File: config.mk
export PLATFORM = sky130hd
export DESIGN_NAME = cavlc_bitstream_packer
export DESIGN_NICKNAME = d
export VERILOG_FILES = /design/src/rtl/cavlc_bitstream_packer.sv
export SDC_FILE = /design/constraint.sdc
export NUM_CORES = 1
export LEC_CHECK = 0
export CORE_ASPECT_RATIO = 1.75
export CORE_UTILIZATION = 30
export CTS_BUF_LIST = sky130_fd_sc_hd__clkbuf_4
export DETAILED_ROUTE_END_ITERATION = 10
export GPL_TIMING_DRIVEN = 0
export SLEW_MARGIN = 5
export SYNTH_ARGS = -nofsm -noshare
export SYNTH_HDL_FRONTEND = slang
export SYNTH_SLANG_ARGS = --single-unit
File: constraint.sdc
create_clock -name clk -period 6.4 [get_ports clk]
set_input_delay 1.28 -clock clk [delete_from_list [all_inputs] [get_ports clk]]
set_output_delay 1.28 -clock clk [all_outputs]
set_load 0.005 [all_outputs]
File: src/rtl/cavlc_bitstream_packer.sv
// cavlc_bitstream_packer
// Packs the five variable-length CAVLC fields of one 4x4 block MSB-first
// into a left-aligned accumulator. Full OUT_W-bit words leave on a
// valid/ready stream. A flush zero-pads the tail to a word boundary.
// ACC_W must be at least OUT_W + 64, so that the widest field (50 bits)
// always fits once a word has been drained.
// Optional build macro: CAVLC_BIS_STAT_EN adds the bit_count_o and
// blk_count_o statistics outputs.

module cavlc_bitstream_packer #(
   parameter int ACC_W = 96,
   parameter int OUT_W = 32
) (
   input  logic              clk,
   input  logic              rst,
   input  logic              cavlc_enc_valid,
   output logic              cavlc_bis_ready,
   input  logic [15:0]       coeff_token_code,
   input  logic [4:0]        coeff_token_bit,
   input  logic              coeff_token_valid,
   input  logic [2:0]        trailingones_code,
   input  logic [3:0]        trailingones_bit,
   input  logic              trailingones_valid,
   input  logic [49:0]       levelcode_code,
   input  logic [5:0]        levelcode_bit,
   input  logic              levelcode_valid,
   input  logic [8:0]        totalzero_code,
   input  logic [3:0]        totalzero_bit,
   input  logic              totalzero_valid,
   input  logic [24:0]       runbefore_code,
   input  logic [4:0]        runbefore_bit,
   input  logic              runbefore_valid,
   input  logic              flush_i,
   output logic [OUT_W-1:0]  word_o,
   output logic              word_valid_o,
   input  logic              word_ready_i,
   output logic              word_last_o,
   output logic              flush_done_o
`ifdef CAVLC_BIS_STAT_EN
   ,
   output logic [31:0]       bit_count_o,
   output logic [15:0]       blk_count_o
`endif
);

   localparam int FILL_W  = $clog2(ACC_W) + 1;
   localparam int SUM_W   = FILL_W + 1;
   localparam int FIELD_W = 50;
   localparam int LEN_W   = 6;
   localparam logic [FILL_W-1:0] ACC_W_F = FILL_W'(ACC_W);
   localparam logic [FILL_W-1:0] OUT_W_F = FILL_W'(OUT_W);

   typedef enum logic [2:0] {
      S_IDLE,
      S_CT,
      S_T1,
      S_LV,
      S_TZ,
      S_RB,
      S_FLUSH
   } state_t;

   state_t               state, state_nxt;
   logic [ACC_W-1:0]     acc, acc_nxt, acc_shift, placed;
   logic [FILL_W-1:0]    fill, fill_nxt, fill_shift, place_sh;
   logic [SUM_W-1:0]     fill_sum;
   logic [FIELD_W-1:0]   fld_code, code_masked;
   logic [LEN_W-1:0]     fld_len;
   logic                 in_field, fits, do_append, emit, capture;

   // Latched copy of one encoded block
   logic [15:0] ct_code_q;
   logic [4:0]  ct_bit_q;
   logic        ct_valid_q;
   logic [2:0]  t1_code_q;
   logic [3:0]  t1_bit_q;
   logic        t1_valid_q;
   logic [49:0] lv_code_q;
   logic [5:0]  lv_bit_q;
   logic        lv_valid_q;
   logic [8:0]  tz_code_q;
   logic [3:0]  tz_bit_q;
   logic        tz_valid_q;
   logic [24:0] rb_code_q;
   logic [4:0]  rb_bit_q;
   logic        rb_valid_q;

   // Lengths beyond the width of a field's code port are capped there
   function automatic logic [LEN_W-1:0] clamp_len(input logic [LEN_W-1:0] len,
                                                  input logic [LEN_W-1:0] max_len);
      return (len > max_len) ? max_len : len;
   endfunction

   assign capture = (state == S_IDLE) && cavlc_enc_valid;

   // Capture all field inputs when a block is accepted
   // NOTE: these data registers have no reset; nothing reads them before a capture loads them.
   always_ff @(posedge clk) begin
      if (capture) begin
         ct_code_q  <= coeff_token_code;
         ct_bit_q   <= coeff_token_bit;
         ct_valid_q <= coeff_token_valid;
         t1_code_q  <= trailingones_code;
         t1_bit_q   <= trailingones_bit;
         t1_valid_q <= trailingones_valid;
         lv_code_q  <= levelcode_code;
         lv_bit_q   <= levelcode_bit;
         lv_valid_q <= levelcode_valid;
         tz_code_q  <= totalzero_code;
         tz_bit_q   <= totalzero_bit;
         tz_valid_q <= totalzero_valid;
         rb_code_q  <= runbefore_code;
         rb_bit_q   <= runbefore_bit;
         rb_valid_q <= runbefore_valid;
      end
   end

   // Select the field that the current append state works on
   // NOTE: every always_comb output gets a default first so that no path can infer a latch.
   always_comb begin
      fld_code = '0;
      fld_len  = '0;
      unique case (state)
         S_CT: if (ct_valid_q) begin
            fld_code = FIELD_W'(ct_code_q);
            fld_len  = clamp_len(LEN_W'(ct_bit_q), 6'd16);
         end
         S_T1: if (t1_valid_q) begin
            fld_code = FIELD_W'(t1_code_q);
            fld_len  = clamp_len(LEN_W'(t1_bit_q), 6'd3);
         end
         S_LV: if (lv_valid_q) begin
            fld_code = lv_code_q;
            fld_len  = clamp_len(lv_bit_q, 6'd50);
         end
         S_TZ: if (tz_valid_q) begin
            fld_code = FIELD_W'(tz_code_q);
            fld_len  = clamp_len(LEN_W'(tz_bit_q), 6'd9);
         end
         S_RB: if (rb_valid_q) begin
            fld_code = FIELD_W'(rb_code_q);
            fld_len  = clamp_len(LEN_W'(rb_bit_q), 6'd25);
         end
         default: ;
      endcase
   end

   // Drop code bits above the field length
   assign code_masked = fld_code & ((FIELD_W'(1) << fld_len) - FIELD_W'(1));

   assign in_field = state inside {S_CT, S_T1, S_LV, S_TZ, S_RB};

   // Output word view; in FLUSH any nonzero fill is a (zero-padded) word
   assign word_o       = acc[ACC_W-1 -: OUT_W];
   assign word_valid_o = (state == S_FLUSH) ? (fill != '0) : (fill >= OUT_W_F);
   assign word_last_o  = (state == S_FLUSH) && (fill != '0) && (fill <= OUT_W_F);
   assign flush_done_o = (state == S_FLUSH) && (fill == '0);
   assign cavlc_bis_ready = (state == S_IDLE);
   assign emit = word_valid_o && word_ready_i;

   // Drain a word first, then place the field behind the post-drain fill
   // NOTE: combinational blocks use blocking '=', clocked state uses non-blocking '<='.
   always_comb begin
      acc_shift  = acc;
      fill_shift = fill;
      if (emit) begin
         acc_shift  = acc << OUT_W;
         fill_shift = (fill > OUT_W_F) ? (fill - OUT_W_F) : '0;
      end
      fill_sum  = {1'b0, fill_shift} + SUM_W'(fld_len);
      fits      = (fill_sum <= SUM_W'(ACC_W));
      do_append = in_field && fits;
      place_sh  = ACC_W_F - fill_shift - FILL_W'(fld_len);
      placed    = ACC_W'(code_masked) << place_sh;
      acc_nxt   = acc_shift;
      fill_nxt  = fill_shift;
      if (do_append) begin
         acc_nxt  = acc_shift | placed;
         fill_nxt = fill_sum[FILL_W-1:0];
      end
   end

   // Next-state logic: append states advance only once their field fits
   always_comb begin
      state_nxt = state;
      unique case (state)
         S_IDLE: begin
            if (cavlc_enc_valid)  state_nxt = S_CT;
            else if (flush_i)     state_nxt = S_FLUSH;
         end
         S_CT:    if (fits) state_nxt = S_T1;
         S_T1:    if (fits) state_nxt = S_LV;
         S_LV:    if (fits) state_nxt = S_TZ;
         S_TZ:    if (fits) state_nxt = S_RB;
         S_RB:    if (fits) state_nxt = S_IDLE;
         S_FLUSH: if (fill == '0) state_nxt = S_IDLE;
         default: state_nxt = S_IDLE;
      endcase
   end

   // State, accumulator and fill registers
   always_ff @(posedge clk or negedge rst) begin
      if (!rst) begin
         state <= S_IDLE;
         acc   <= '0;
         fill  <= '0;
      end else begin
         state <= state_nxt;
         acc   <= acc_nxt;
         fill  <= fill_nxt;
      end
   end

`ifdef CAVLC_BIS_STAT_EN
   logic [32:0] bit_sum;

   assign bit_sum = {1'b0, bit_count_o} + 33'(fld_len);

   // Appended-bit counter (saturating) and captured-block counter (wrapping)
   always_ff @(posedge clk or negedge rst) begin
      if (!rst) begin
         bit_count_o <= '0;
         blk_count_o <= '0;
      end else begin
         if (do_append)
            bit_count_o <= bit_sum[32] ? 32'hFFFF_FFFF : bit_sum[31:0];
         if (capture)
            blk_count_o <= blk_count_o + 16'd1;
      end
   end
`endif

endmodule

==> results.txt <==
- In this run the worst setup path terminates at acc[66].
- TritonCTS built the clock tree.
- Required time reported for the critical path endpoint: 7.11 ns
- Total non-filler cell area in the finished layout: 0.0210 mm²
- Cell total after placement: 2762
- Number of synthesized flops with an enable pin: 132
- Slowest-stage cell, CP: sky130_fd_sc_hd__fa_1
- Number of filler cells placed in the layout: 5803
- In this run the register-to-register setup slack is 0.04 ns.
- Placer's final routability congestion estimate: 1.08
* Die outline width: 182 µm
* Non-filler instance count after layout: 2876
* Core box area: 0.0561 mm²
- Port Buffers: 171
* DP Area: 0.0197 mm²
* Hold Vio Cnt, Final: 0
- The detail route stage leaves a number of antenna-violating nets equal to 0.
- Most numerous cell on the critical path: sky130_fd_sc_hd__clkbuf_2
* Total congestion overflow: 0
* Final number of max-transition violations: 0
- The first global-routing pass estimated 139000 µm of wire.
* Layout overhead on the synthesized area: 23.4%
- Highest clock rate: 0.157 GHz
- Maximum capacitance violations: 0
- Maximum number of pins on one net before global-route repair: 88
- Detailed placement finished with a half-perimeter wire length of 79800 µm.
* WL final: 99500 µm
- STA classifies the critical path endpoint as a register.
- Setup repair after global routing could not meet its margin everywhere.
- Headroom to the max-slew limit came out at 0.0804.
* Number of synthesized register bits: 239
- In this run, the number of DRC markers left after iteration 0 of detailed routing was 1664.
- In the synthesized netlist the async set-or-reset flop fraction comes to 0.448.
- For the final database, setup skew stands at 0.0231 ns.
* Transition time at the pin with the least slew margin: 1.38 ns
- The floorplan has 115 rows.
- The H-tree was split into 2 levels.
* Die boundary height: 317 µm
* Main flop type after synthesis: sky130_fd_sc_hd__edfxtp_1
- Total vias in the final route: 18438
- Synthesis Warnings: 0
- DR DRC count: 0
- In the final routed layout, each cell accounts on average for 34.6 µm.
- On the worst path, the slowest cell contributes a delay of 0.67 ns.
* Global router's overall resource usage: 0.345
- Number of nets in the layout: 2292
* Number of vias per cell after detailed routing: 6.41
- The worst path in the final design needs a cycle of 6.36 ns, including I/O delays and setup.
- The initial antenna violation count came to 3.
- Total iterations of the first detailed-routing run: 6
- The tightest hold path in the finished design has a slack of 0.296 ns.
- Reg2reg path depth: 20
* Highest fanout seen on the critical path: 11
- # setup viols final: 0
- In this run the critical register-to-register path is captured at acc[66].
- Ratio of cells with drive above 1 in the final layout: 0.160
- Synthesized netlist net count: 2044
- Deepest clock path buffer count: 3
* Ordered list of cells on the worst path: buf_2 > and4bb_2 > a32oi_1 > and3_1 > buf_4 > inv_2 > buf_2 > ha_1 > inv_1 > ha_1 > fa_1 > clkinv_1 > clkbuf_2 > clkbuf_2 > clkbuf_2 > nand2_1 > o2bb2ai_1 > nor3_2 > nor3b_1 > o31a_1
* Number of clock buffers inserted by TritonCTS: 58
- Clock latency on the worst-skew pair: 0.84 ns
- The library cell used most frequently in the layout, excluding fill and tap cells, is sky130_fd_sc_hd__nand2_1.
- Worst setup startpoint: state[0]
- The tightest min-delay check is of the input port to async pin type.
- Top library cells by usage in the layout, fill and taps aside: 184 x sky130_fd_sc_hd__nand2_1, 173 x sky130_fd_sc_hd__nor2_1, 170 x sky130_fd_sc_hd__clkdlybuf4s50_1, 132 x sky130_fd_sc_hd__edfxtp_1, 107 x sky130_fd_sc_hd__dfrtp_1
* Area of the die: 0.0577 mm²
* Placement Setup Slack: -1.56 ns
- In this run the mean area of a mapped cell was 9.02 µm².
- Gate Count Post-Synth: 1886
- STA classifies the critical path startpoint as a register.
- Clock tree sinks: 239
- Clock-pin slew was measured on the worst setup and hold paths at 0.07 ns.
- Beginning of the worst register-to-register path: state[0]
- Library cells used by synthesis: 102
* Final worst-path cycle share: 0.994
- The via count of the first global-routing pass is 18644.
- Cell Area, Synth: 0.0170 mm²
- For this run, the register share of the synthesized area comes to 0.390.
* IO Count: 173
- Status: completed
- CTS root buffer: sky130_fd_sc_hd__clkbuf_4
* Arrival time at the worst endpoint: 7.07 ns
- Type of the setup path with the least slack: register to register
- Post-route worst setup slack: 0.0365 ns
* Starting utilization of the core area: 0.303
[worst max-delay path: cells and delay by family, from the launching register on]
| family | cells | cell delay, ns |
|---|---|---|
| flops | 1 | 0.40 |
| simple gates | 5 | 1.69 |
| compound gates | 3 | 0.64 |
| fa+ha+maj | 3 | 1.07 |
| buf+inv | 9 | 2.39 |
[final cells by class]
| type | instances | area [µm²] | area share |
|---|---|---|---|
| clock buffer | 79 | 593 | 0.0283 |
| buffer | 171 | 927 | 0.0442 |
| clock inverter | 20 | 90.1 | 0.00429 |
| sequential | 239 | 6640 | 0.316 |
| antenna | 1 | 2.50 | 0.000119 |
| timing repair buffer | 191 | 1930 | 0.0918 |
| multi-input combinational | 1437 | 9790 | 0.466 |
| tap | 702 | 878 | 0.0419 |
| inverter | 36 | 139 | 0.00662 |
[stage by stage]
step | setup TNS (ns) | utilization
global route | -0.0222 | 0.374
global placement | -102.32 | 0.349
detailed placement | -105.92 | 0.350
CTS | -0.0164 | 0.368
floorplan | 0 | -
finish | 0 | 0.374
[cells in the mapped netlist (all sizes together), types with 22 or more instances]
library cell	n	area, µm²
a211oi	28	215
a21oi	86	430
a221oi	22	193
a22o	22	193
a22oi	40	300
a31oi	34	219
and2	22	138
buf	74	464
clkbuf	100	375
dfrtp	107	2680
edfxtp	132	3960
inv	34	128
mux2i	62	621
nand2	187	704
nand3	64	325
nor2	183	692
nor3	55	280
o211ai	43	323
o21ai	117	586
o221ai	36	315
o22ai	27	169
o31ai	24	180
[state kept, by name (all words and copies together) (netlist names), 3 cells and up]
signal,count
acc,96
lv_code_q,50
rb_code_q,25
ct_code_q,16
tz_code_q,9
fill,8
lv_bit_q,6
ct_bit_q,5
rb_bit_q,5
t1_bit_q,4
tz_bit_q,4
state,3
t1_code_q,3
[per-layer routing]
| metal | vias to the layer above | track usage | wire length, µm |
|---|---|---|---|
| met5 | - | 0 | 0 |
| met2 | 1025 | 0.606 | 49500 |
| met3 | 421 | 0.0673 | 5610 |
| met1 | 9024 | 0.329 | 32400 |
| li1 | 7968 | - | - |
| met4 | 0 | 0.356 | 12000 |
[what timing repair did]
action | 4_1_cts | 5_1_grt
buffers inserted | 3 | 13
resized for setup | 86 | 78
gates cloned | 0 | 0
pin swaps | 2 | 5
endpoints found under the setup margin | 96 | 96
hold buffers | 0 | 0
[worst min-delay path by stage]
stage	from	end	slack [ns]	cells past startpoint
floorplan	acc[18]	acc[18]	0.45	2
global placement	acc[30]	acc[30]	0.46	2
detailed placement	acc[7]	acc[7]	0.47	2
CTS	rst	fill[4]	0.21	1
global route	rst	fill[4]	0.27	1
finish	rst	fill[4]	0.30	1
[cell families (layout without fill, tap and decap cells)]
group	after synthesis	count (layout)	synth area share
AOI/OAI and AO/OA	706	706	0.305
and+or+nand+nor	616	616	0.170
DFF	239	239	0.390
buffers and inverters	210	497	0.0573
muxes	82	82	0.0546
adders and majority gates	21	21	0.0163
xor gates and xnor gates	12	12	0.00618
other	0	1	0
Power is not shown: default switching activity piles up to over one toggle a cycle in this logic, so the estimate is an artifact.
